[src/rtl/mult_seq_unit.sv]
// Iterative shift-add multiplier serving MULT/MFLO: one product bit per cycle into HI/LO.
// Optional MULT_SIGNED_EN selects signed (MULT) semantics; otherwise unsigned (MULTU).
module mult_seq_unit #(
    parameter int WIDTH = 32
) (
    input  logic             clk,
    input  logic             rst,
    input  logic             store_values,
    input  logic             mult_enable,
    input  logic [WIDTH-1:0] rs_data,
    input  logic [WIDTH-1:0] rt_data,
    output logic [WIDTH-1:0] mflo_data,
    output logic [WIDTH-1:0] hi_data,
    output logic             busy,
    output logic             stall,
    output logic             done
);

    localparam int CW = (WIDTH > 2) ? $clog2(WIDTH) : 1;

    typedef enum logic {
        IDLE = 1'b0,
        CALC = 1'b1
    } state_t;

    state_t             r_state;
    state_t             w_state_next;
    logic               w_start;
    logic               w_iter;
    logic               w_commit;
    logic               w_last;

    logic [2*WIDTH-1:0] r_mcand;
    logic [WIDTH-1:0]   r_mplier;
    logic [2*WIDTH-1:0] r_acc;
    logic [CW-1:0]      r_cnt;
    logic [WIDTH-1:0]   r_hi;
    logic [WIDTH-1:0]   r_lo;
    logic               r_done;

    logic [WIDTH-1:0]   w_rs_mag;
    logic [WIDTH-1:0]   w_rt_mag;
    logic [2*WIDTH-1:0] w_acc_sum;
    logic [2*WIDTH-1:0] w_result;

    assign w_last    = (r_cnt == CW'(WIDTH - 1));
    // The final iteration's partial product must be folded in before committing.
    assign w_acc_sum = r_acc + (r_mplier[0] ? r_mcand : '0);

`ifdef MULT_SIGNED_EN
    logic r_sign;

    assign w_rs_mag = rs_data[WIDTH-1] ? (-rs_data) : rs_data;
    assign w_rt_mag = rt_data[WIDTH-1] ? (-rt_data) : rt_data;
    assign w_result = r_sign ? (-w_acc_sum) : w_acc_sum;

    always_ff @(posedge clk or posedge rst) begin
        if (rst) begin
            r_sign <= 1'b0;
        end else if (w_start) begin
            r_sign <= rs_data[WIDTH-1] ^ rt_data[WIDTH-1];
        end
    end
`else
    assign w_rs_mag = rs_data;
    assign w_rt_mag = rt_data;
    assign w_result = w_acc_sum;
`endif

    always_ff @(posedge clk or posedge rst) begin
        if (rst) begin
            r_state <= IDLE;
        end else begin
            r_state <= w_state_next;
        end
    end

    // A new start always wins, including over the commit edge of an in-flight multiply.
    always_comb begin
        w_state_next = r_state;
        w_start      = 1'b0;
        w_iter       = 1'b0;
        w_commit     = 1'b0;
        unique case (r_state)
            IDLE: begin
                if (store_values) begin
                    w_start      = 1'b1;
                    w_state_next = CALC;
                end
            end
            CALC: begin
                if (store_values) begin
                    w_start = 1'b1;
                end else begin
                    w_iter = 1'b1;
                    if (w_last) begin
                        w_commit     = 1'b1;
                        w_state_next = IDLE;
                    end
                end
            end
            default: w_state_next = IDLE;
        endcase
    end

    always_ff @(posedge clk or posedge rst) begin
        if (rst) begin
            r_mcand  <= '0;
            r_mplier <= '0;
            r_acc    <= '0;
            r_cnt    <= '0;
            r_hi     <= '0;
            r_lo     <= '0;
            r_done   <= 1'b0;
        end else begin
            r_done <= w_commit;
            if (w_start) begin
                r_mcand  <= {{WIDTH{1'b0}}, w_rs_mag};
                r_mplier <= w_rt_mag;
                r_acc    <= '0;
                r_cnt    <= '0;
            end else if (w_iter) begin
                r_acc    <= w_acc_sum;
                r_mcand  <= r_mcand << 1;
                r_mplier <= r_mplier >> 1;
                r_cnt    <= r_cnt + CW'(1);
            end
            if (w_commit) begin
                r_hi <= w_result[2*WIDTH-1:WIDTH];
                r_lo <= w_result[WIDTH-1:0];
            end
        end
    end

    assign busy      = (r_state == CALC);
    assign stall     = mult_enable & busy;
    assign mflo_data = (mult_enable && !busy) ? r_lo : '0;
    assign hi_data   = r_hi;
    assign done      = r_done;

endmodule

[config.mk]
export PLATFORM = sky130hd
export DESIGN_NAME = mult_seq_unit
export DESIGN_NICKNAME = d
export VERILOG_FILES = /design/src/rtl/mult_seq_unit.sv
export SDC_FILE = /design/constraint.sdc
export NUM_CORES = 1
export LEC_CHECK = 0
export ABC_AREA = 1
export CORE_ASPECT_RATIO = 1.2
export CORE_UTILIZATION = 56
export CTS_CLUSTER_DIAMETER = 120
export DETAILED_ROUTE_END_ITERATION = 10
export PLACE_DENSITY = 0.82
export SLEW_MARGIN = 40
export SYNTH_ARGS = -nofsm -noshare
export SYNTH_HDL_FRONTEND = slang
export SYNTH_SLANG_ARGS = --single-unit
export TNS_END_PERCENT = 30
[constraint.sdc]
create_clock -name clk -period 9.3 [get_ports clk]
set_clock_uncertainty 0.05 [all_clocks]
set_input_delay 1.86 -clock clk [delete_from_list [all_inputs] [get_ports clk]]
set_output_delay 1.86 -clock clk [all_outputs]
set_load 0.02 [all_outputs]
==> Flow_metrics.wiki, run 1 <==
{| class="wikitable"
! Metric !! Value
|-
| Sum of overflow across all layers after global routing || 0
|-
| Final hold violation count || 0
|-
| Count of hold-fix buffers inserted at cts || 0
|-
| Worst hold-check path type || register to register
|-
| Die width || 153.5 um
|-
| EDFF count, synth || 0
|-
| PortBufs || 134
|-
| Overall global routing resource usage || 0.3358
|-
| Sequential cell area fraction in the yosys report || 0.3748
|-
| End of the worst hold path || hi_data[4]
|-
| Peak supply drop || 0.1357 mV
|-
| Critical Path Fanout Max || 32
|-
| Startpoint-to-endpoint class of the critical path || primary input to output port
|-
| Cell area after placement || 17030 sq um
|-
| Cell at the root of the clock tree || sky130_fd_sc_hd__clkbuf_16
|-
| Area grow syn2layout || 15.59%
|-
| Placed Cells incl. Taps || approximately 2800
|-
| Total of flip-flops plus latches after synthesis || 231
|-
| Ports || 135
|-
| Leading post-synthesis cells by cell area || sky130_fd_sc_hd__dfrtp_1 (37%), sky130_fd_sc_hd__nand2_1 (23%), sky130_fd_sc_hd__inv_1 (12%)
|-
| Synth Net Count || 2501
|-
| Initial cell density of the core || 0.5694
|-
| Count of nets left with antenna violations after detail routing || 0
|-
| Violation count after the first detailed-route iteration || about 1200
|-
| Fin cells || 2826
|-
| Gp weighted congestion || 0.9939
|-
| Core area || 27090 sq um
|-
| Clock Path Buffers || 3
|-
| Required time reported for the critical path endpoint || roughly 7.4 ns
|-
| Detailed placement HPWL || 35270 um
|-
| FFs w/ async S/R, synth || 1.000
|-
| Total number of nets in the final design || 2608
|-
| Critical path data arrival time || 3.58 ns
|-
| Unrepaired setup endpoints after global routing || no
|-
| Leak Pwr || 10.16 nW
|-
| Share of cells above drive strength 1 || 0.03863
|-
| Library cell with the highest instance count after synthesis || sky130_fd_sc_hd__nand2_1
|-
| Outcome || completed
|-
| Max-slew violation count || 0
|-
| Max_slew headroom || 0.4528
|-
| Post-detailed-routing wire length || 46470 um
|-
| DR WL/cell || ~16 um
|-
| Worst-Skew Late Latency || 0.56 ns
|-
| Setup slack on the worst flop-to-flop path || roughly 5.9 ns
|-
| R2R depth || 16
|-
| Via density per instance || 5.281
|-
| Post-route setup TNS || 0 ns
|-
| Global-route wire length before repair || 73980 um
|-
| Number of distinct library cell variants in the gate-level netlist after synthesis || 35
|-
| Antenna violations before repair || 1
|-
| Max-cap violations || 0
|-
| Top cells by count, synth || sky130_fd_sc_hd__nand2_1 (945), sky130_fd_sc_hd__inv_1 (479), sky130_fd_sc_hd__dfrtp_1 (231)
|-
| Yosys top cell by area || sky130_fd_sc_hd__dfrtp_1
|-
| Total setup violations reported at the end of the flow || 0
|-
| Area enclosed by the die boundary || ~28000 sq um
|-
| Vias in the first global route || ~14000
|-
| Final period utilization || 0.5902
|-
| Yosys top cell area share || 0.3748
|-
| R2R Path Start || r_mplier[0]
|-
| Dominant register cell in the synthesized netlist || sky130_fd_sc_hd__dfrtp_1
|-
| Row count || 66
|-
| Non-Filler Cell Area, Final || 17830 sq um
|-
| Slew at the pin closest to its max-slew limit || 0.8157 ns
|-
| First-pass DRT Iterations || 7
|-
| Pin count of the biggest net entering global routing || 89
|-
| CTS H-tree depth || 1
|-
| Total number of vias || ~15000
|-
| Syn_area_per_cell || 6.516 sq um
|-
| Synthesized netlist cell count || 2367
|-
| TritonCTS clock tree || yes
|-
| Yosys warning count || 0
|-
| Clock-pin slew on the worst setup and hold paths || 0.06 ns
|-
| Number of buffers inserted by post-CTS setup repair || 0
|-
| Startpoint of the lowest-slack hold path || hi_data[4]
|-
| Clock buffer count from CTS || 25
|-
| Clock Sinks || about 230
|-
| DRC violations left || 0
|-
| Element type at the critical path start || primary input
|-
| Time the final worst path needs with I/O delays and setup || 5.488 ns
|-
| Achievable clock frequency || 0.1822 GHz
|-
| Post-synthesis cell area || 15420 sq um
|-
| Reg2reg end || hi_data[22]
|-
| Height of the die || approximately 180 um
|-
| Post-layout total power || 2.403 mW
|-
| Cell count of the worst hold path || 2
|-
| Kind of end point of the critical path || output port
|-
| Post-cts sizing count || 0
|-
| Power density over the cells || around 130 nW/um^2
|}
[worst max-delay path, cell delays in order]
cell,delay (ns)
sky130_fd_sc_hd__clkdlybuf4s50_1,0.49
sky130_fd_sc_hd__nand2_2,0.34
sky130_fd_sc_hd__nor2_1,0.24
sky130_fd_sc_hd__clkdlybuf4s50_1,0.63
[metrics by stage]
stage,util,worst slack [ns],hold WS (ns)
2_1_floorplan,-,1.057,0.3999
3_3_place_gp,0.6283,3.595,0.4092
3_5_place_dp,0.6288,3.803,0.4151
4_1_cts,0.6572,3.801,0.4314
5_1_grt,0.6582,3.707,0.4522
6_report,0.6582,3.812,0.4258
[state kept, by name (all words and copies together) (netlist names)]
name      flops
hi_data      32
r_mcand      64
r_lo         32
r_cnt         5
r_acc        64
busy          1
done          1
r_mplier     32
[routing by layer]
layer,share of wire,GRT usage,vias to the layer above
li1,-,-,7378
met1,0.46,0.4758,7000
met2,0.44,0.5336,459
met3,0.056,0.02876,88
met4,0.035,0.1312,0
met5,0,0,-
[cell usage in the layout (no fill, tap or decap), types with 6 or more instances in the layout]
master and n:
sky130_fd_sc_hd__o221ai_1 6, sky130_fd_sc_hd__o211ai_1 19, sky130_fd_sc_hd__nand2_2 20, sky130_fd_sc_hd__clkbuf_16 25, sky130_fd_sc_hd__nand3b_1 8, sky130_fd_sc_hd__a22oi_1 37
sky130_fd_sc_hd__clkdlybuf4s50_1 133, sky130_fd_sc_hd__o21ai_0 57, sky130_fd_sc_hd__nor2_1 136, sky130_fd_sc_hd__nor3_1 8, sky130_fd_sc_hd__inv_1 477, sky130_fd_sc_hd__nand2_1 943
sky130_fd_sc_hd__nand3_1 124, sky130_fd_sc_hd__xor2_1 7, sky130_fd_sc_hd__a21oi_1 42, sky130_fd_sc_hd__o22ai_1 31, sky130_fd_sc_hd__nand4_1 8, sky130_fd_sc_hd__dfrtp_1 230
sky130_fd_sc_hd__ha_1 65, sky130_fd_sc_hd__nor2_2 13, sky130_fd_sc_hd__xnor2_1 23, sky130_fd_sc_hd__o21ai_1 18
[cell type report]
class | instances | area, sq um
fill | 2508 | 9259
clock buffer | 34 | 709.4
timing repair buffer | 145 | 1445
clock inverter | 4 | 60.06
inverter | 483 | 1821
tap | 340 | 425.4
sequential | 231 | 5782
antenna | 1 | 2.502
multi-input combinational | 1588 | 7582
[logic make-up (layout without fill, tap and decap cells)]
family                     count (synthesis)  count (layout)  share of synthesized area
and+or+nand+nor                         1279            1279                     0.3365
buffers and inverters                    548             666                     0.1348
DFF                                      231             231                     0.3748
AOI/OAI and AO/OA                        213             213                    0.08275
adders and majority gates                 66              66                    0.05403
xor gates and xnor gates                  30              30                    0.01704
other                                      0               1                          0
[how the worst max path moves through the flow]
stage,slack (ns),endpoint,cells after the start,from
2_1_floorplan,1.06,busy,1,rst
3_3_place_gp,3.60,mflo_data[24],4,mult_enable
3_5_place_dp,3.80,mflo_data[8],4,mult_enable
4_1_cts,3.80,mflo_data[8],4,mult_enable
5_1_grt,3.71,mflo_data[28],4,mult_enable
6_report,3.81,mflo_data[8],4,mult_enable
[report_power, final]
group          internal [mW]  total (mW)  leakage (nW)  switching [mW]
Clock                  0.556       0.968         0.380           0.411
Combinational          0.122       0.340          6.73           0.218
Sequential              1.06        1.10          3.05          0.0375
Total                   1.74        2.40          10.2           0.667
No activity file was read; power rests on OpenSTA's default activity.
==> run 2, diff against run 1 <==
--- a/config.mk
+++ b/config.mk
@@ -7,7 +7,7 @@
 export LEC_CHECK = 0
 export ABC_AREA = 1
 export CORE_ASPECT_RATIO = 1.2
-export CORE_UTILIZATION = 56
+export CORE_UTILIZATION = 54
 export CTS_CLUSTER_DIAMETER = 120
 export DETAILED_ROUTE_END_ITERATION = 10
 export PLACE_DENSITY = 0.82
==> constraint.sdc (replaced) <==
create_clock -name clk -period 4.79 [get_ports clk]
set_clock_uncertainty 0.05 [all_clocks]
set_input_delay 0.958 -clock clk [delete_from_list [all_inputs] [get_ports clk]]
set_output_delay 0.958 -clock clk [all_outputs]
set_load 0.02 [all_outputs]
==> Flow_metrics.wiki, run 2 (synthesized netlist as in run 1, its figures left out) <==
{| class="wikitable"
! Metric !! Value
|-
| Outcome || completed
|-
| Max-slew violation count || 0 (unchanged)
|-
| Total number of nets in the final design || 2614 (+0.23%)
|-
| Clock-pin slew on the worst setup and hold paths || 0.06 ns (about the same)
|-
| Finished Core Util || 0.6433 (-0.01490)
|-
| Via density per instance || 5.212 (-1.3%)
|-
| Area enclosed by the die boundary || 29240 sq um (+3.7%)
|-
| Largest registers || r_acc x64, r_mcand x64
|-
| Worst hold-check path type || register to register
|-
| Clock buffer count from CTS || 25 (unchanged)
|-
| Cell at the root of the clock tree || sky130_fd_sc_hd__clkbuf_16
|-
| DR WL/cell || 17.02 um (+3.5%)
|-
| Detailed placement HPWL || 37690 um (+6.9%)
|-
| Highest cell delay on the worst timing path || 0.64 ns (about the same)
|-
| Row count || 67 (+1.5%)
|-
| Required time reported for the critical path endpoint || 3.78 ns (-3.61 ns)
|-
| Layer with the highest usage after global routing || met2
|-
| Startpoint-to-endpoint class of the critical path || primary input to output port
|-
| Number of buffers inserted by post-CTS setup repair || 0 (unchanged)
|-
| Met2 usage in global routing || 0.5628 (+0.02921)
|-
| Met3 track demand over resource || 0.04564 (+0.01688)
|-
| Kind of end point of the critical path || output port
|-
| Most frequent cells in the layout || sky130_fd_sc_hd__nand2_1 (943), sky130_fd_sc_hd__inv_1 (477), sky130_fd_sc_hd__dfrtp_1 (230)
|-
| Most numerous cell on the critical path || sky130_fd_sc_hd__clkdlybuf4s50_1
|-
| Critical path data arrival time || 2.73 ns (-0.85 ns)
|-
| Area grow syn2layout || 16.79%
|-
| Power density over the cells || 266.5 nW/um^2 (+98%)
|-
| Core area || 28000 sq um (+3.4%)
|-
| Non-Filler Cell Area, Final || 18010 sq um (+1.0%)
|-
| Final hold violation count || 0 (unchanged)
|-
| Pin count of the biggest net entering global routing || 79 (-11%)
|-
| Worst setup slack after layout || 1.053 ns (-2.759 ns)
|-
| Clock Path Buffers || 3 (unchanged)
|-
| Share of cells above drive strength 1 || 0.04168 (+0.003052)
|-
| Leak Pwr || 10.22 nW (+0.62%)
|-
| CTS H-tree depth || 1 (unchanged)
|-
| Post-route setup TNS || 0 ns (unchanged)
|-
| Worst-path cell chain || clkdlybuf4s50_1, nand2_2, nor2_1, clkdlybuf4s50_1
|-
| Cell at the slowest stage of the critical path || sky130_fd_sc_hd__clkdlybuf4s50_1
|-
| Peak supply drop || 0.2926 mV (+120%)
|-
| Achievable clock frequency || 0.2676 GHz
|-
| Met1 layer usage reported by global route || 0.4638 (-0.01196)
|-
| Time the final worst path needs with I/O delays and setup || ~3.7 ns
|-
| Initial cell density of the core || 0.5508 (-0.01857)
|-
| Element type at the critical path start || primary input
|-
| Die width || 156.3 um (+1.8%)
|-
| Vias in the first global route || 14510 (+2.5%)
|-
| Fin cells || 2875 (+1.7%)
|-
| Sum of overflow across all layers after global routing || 0 (unchanged)
|-
| Overall global routing resource usage || 0.3449 (+0.009044)
|-
| Gp weighted congestion || 1.005 (+1.1%)
|-
| Global-route wire length before repair || 77760 um (+5.1%)
|-
| PortBufs || 134 (unchanged)
|-
| Post-detailed-routing wire length || 48930 um (+5.3%)
|-
| Height of the die || 187.1 um (+1.8%)
|-
| Worst-Skew Late Latency || 0.56 ns (about the same)
|-
| Critical Path Fanout Max || 32 (unchanged)
|-
| Slew at the pin closest to its max-slew limit || 0.7114 ns (-0.1044 ns)
|-
| Hold Worst Slack || 0.4267 ns (+0.0008910 ns)
|-
| Post-cts sizing count || 0 (unchanged)
|-
| Placed Cells incl. Taps || 2832 (+1.7%)
|-
| Total setup violations reported at the end of the flow || 0 (unchanged)
|-
| Most common cell after layout, fill and taps aside || sky130_fd_sc_hd__nand2_1
|-
| Post-layout total power || 4.800 mW (+100%)
|-
| First-pass DRT Iterations || 5 (-2)
|-
| DRC violations left || 0 (unchanged)
|-
| Ports || 135 (unchanged)
|-
| Unrepaired setup endpoints after global routing || no
|-
| Final period utilization || 0.7802
|-
| Violation count after the first detailed-route iteration || 1171 (-1.5%)
|-
| Pre-CTS worst setup slack || 1.051 ns (-2.752 ns)
|-
| Max_slew headroom || 0.5258 (+0.07295)
|-
| Cell area after placement || 17170 sq um (+0.80%)
|-
| Max-cap violations || 0 (unchanged)
|-
| Count of hold-fix buffers inserted at cts || 0 (unchanged)
|-
| Clock Sinks || 231 (unchanged)
|-
| Count of nets left with antenna violations after detail routing || 0 (unchanged)
|-
| Total number of vias || 14990 (+0.40%)
|-
| TritonCTS clock tree || yes
|-
| Antenna violations before repair || 1 (unchanged)
|}
[run 2: cell types whose count changed in the layout (fill, tap and decap cells not counted), sizes merged]
cell	delta
buf	+6
clkinvlp	+1
bufinv	+2
clkbuf	+1
[run 2: final timing paths]
kind / from / to / slack [ns] / cells past startpoint
hold / removal: hi_data[18] / hi_data[18] / 0.43 / 2
min in group asynchronous: rst / r_acc[10] / 0.71 / 2
max in group asynchronous: rst / r_mcand[54] / 3.14 / 4
hold reg to reg: hi_data[18] / hi_data[18] / 0.43 / 2
setup / recovery: mult_enable / mflo_data[6] / 1.05 / 4
setup reg to reg: r_mplier[0] / hi_data[12] / 1.49 / 16
[run 2: per-layer routing]
metal / vias to the layer above / share of wire / wire length (um)
met2: 526 / 0.46 / 22540
li1: 7420 / - / -
met4: 0 / 0.038 / 1853
met5: - / 0 / 0
met1: 6938 / 0.43 / 21280
met3: 101 / 0.067 / 3256
[run 2: where the power goes]
part,switching [mW],internal [mW]
logic,0.427,0.242
registers,0.0742,2.05
clock network,0.817,1.19
total,1.32,3.48
[run 2: final cells by class]
class	count	area, sq um
fillers	2589	9988
multi-input cells	1588	7582
flip-flops and latches	231	5782
inverters	483	1817
repair buffers	151	1518
clock buffers	35	703.2
well taps	379	474.2
clock inverters	7	132.6
diodes	1	2.502
[run 2: critical path: cells and delay by family]
kind | cells | cell delay [ns]
AND/OR/NAND/NOR | 2 | 0.61
buffers and inverters | 2 | 1.14
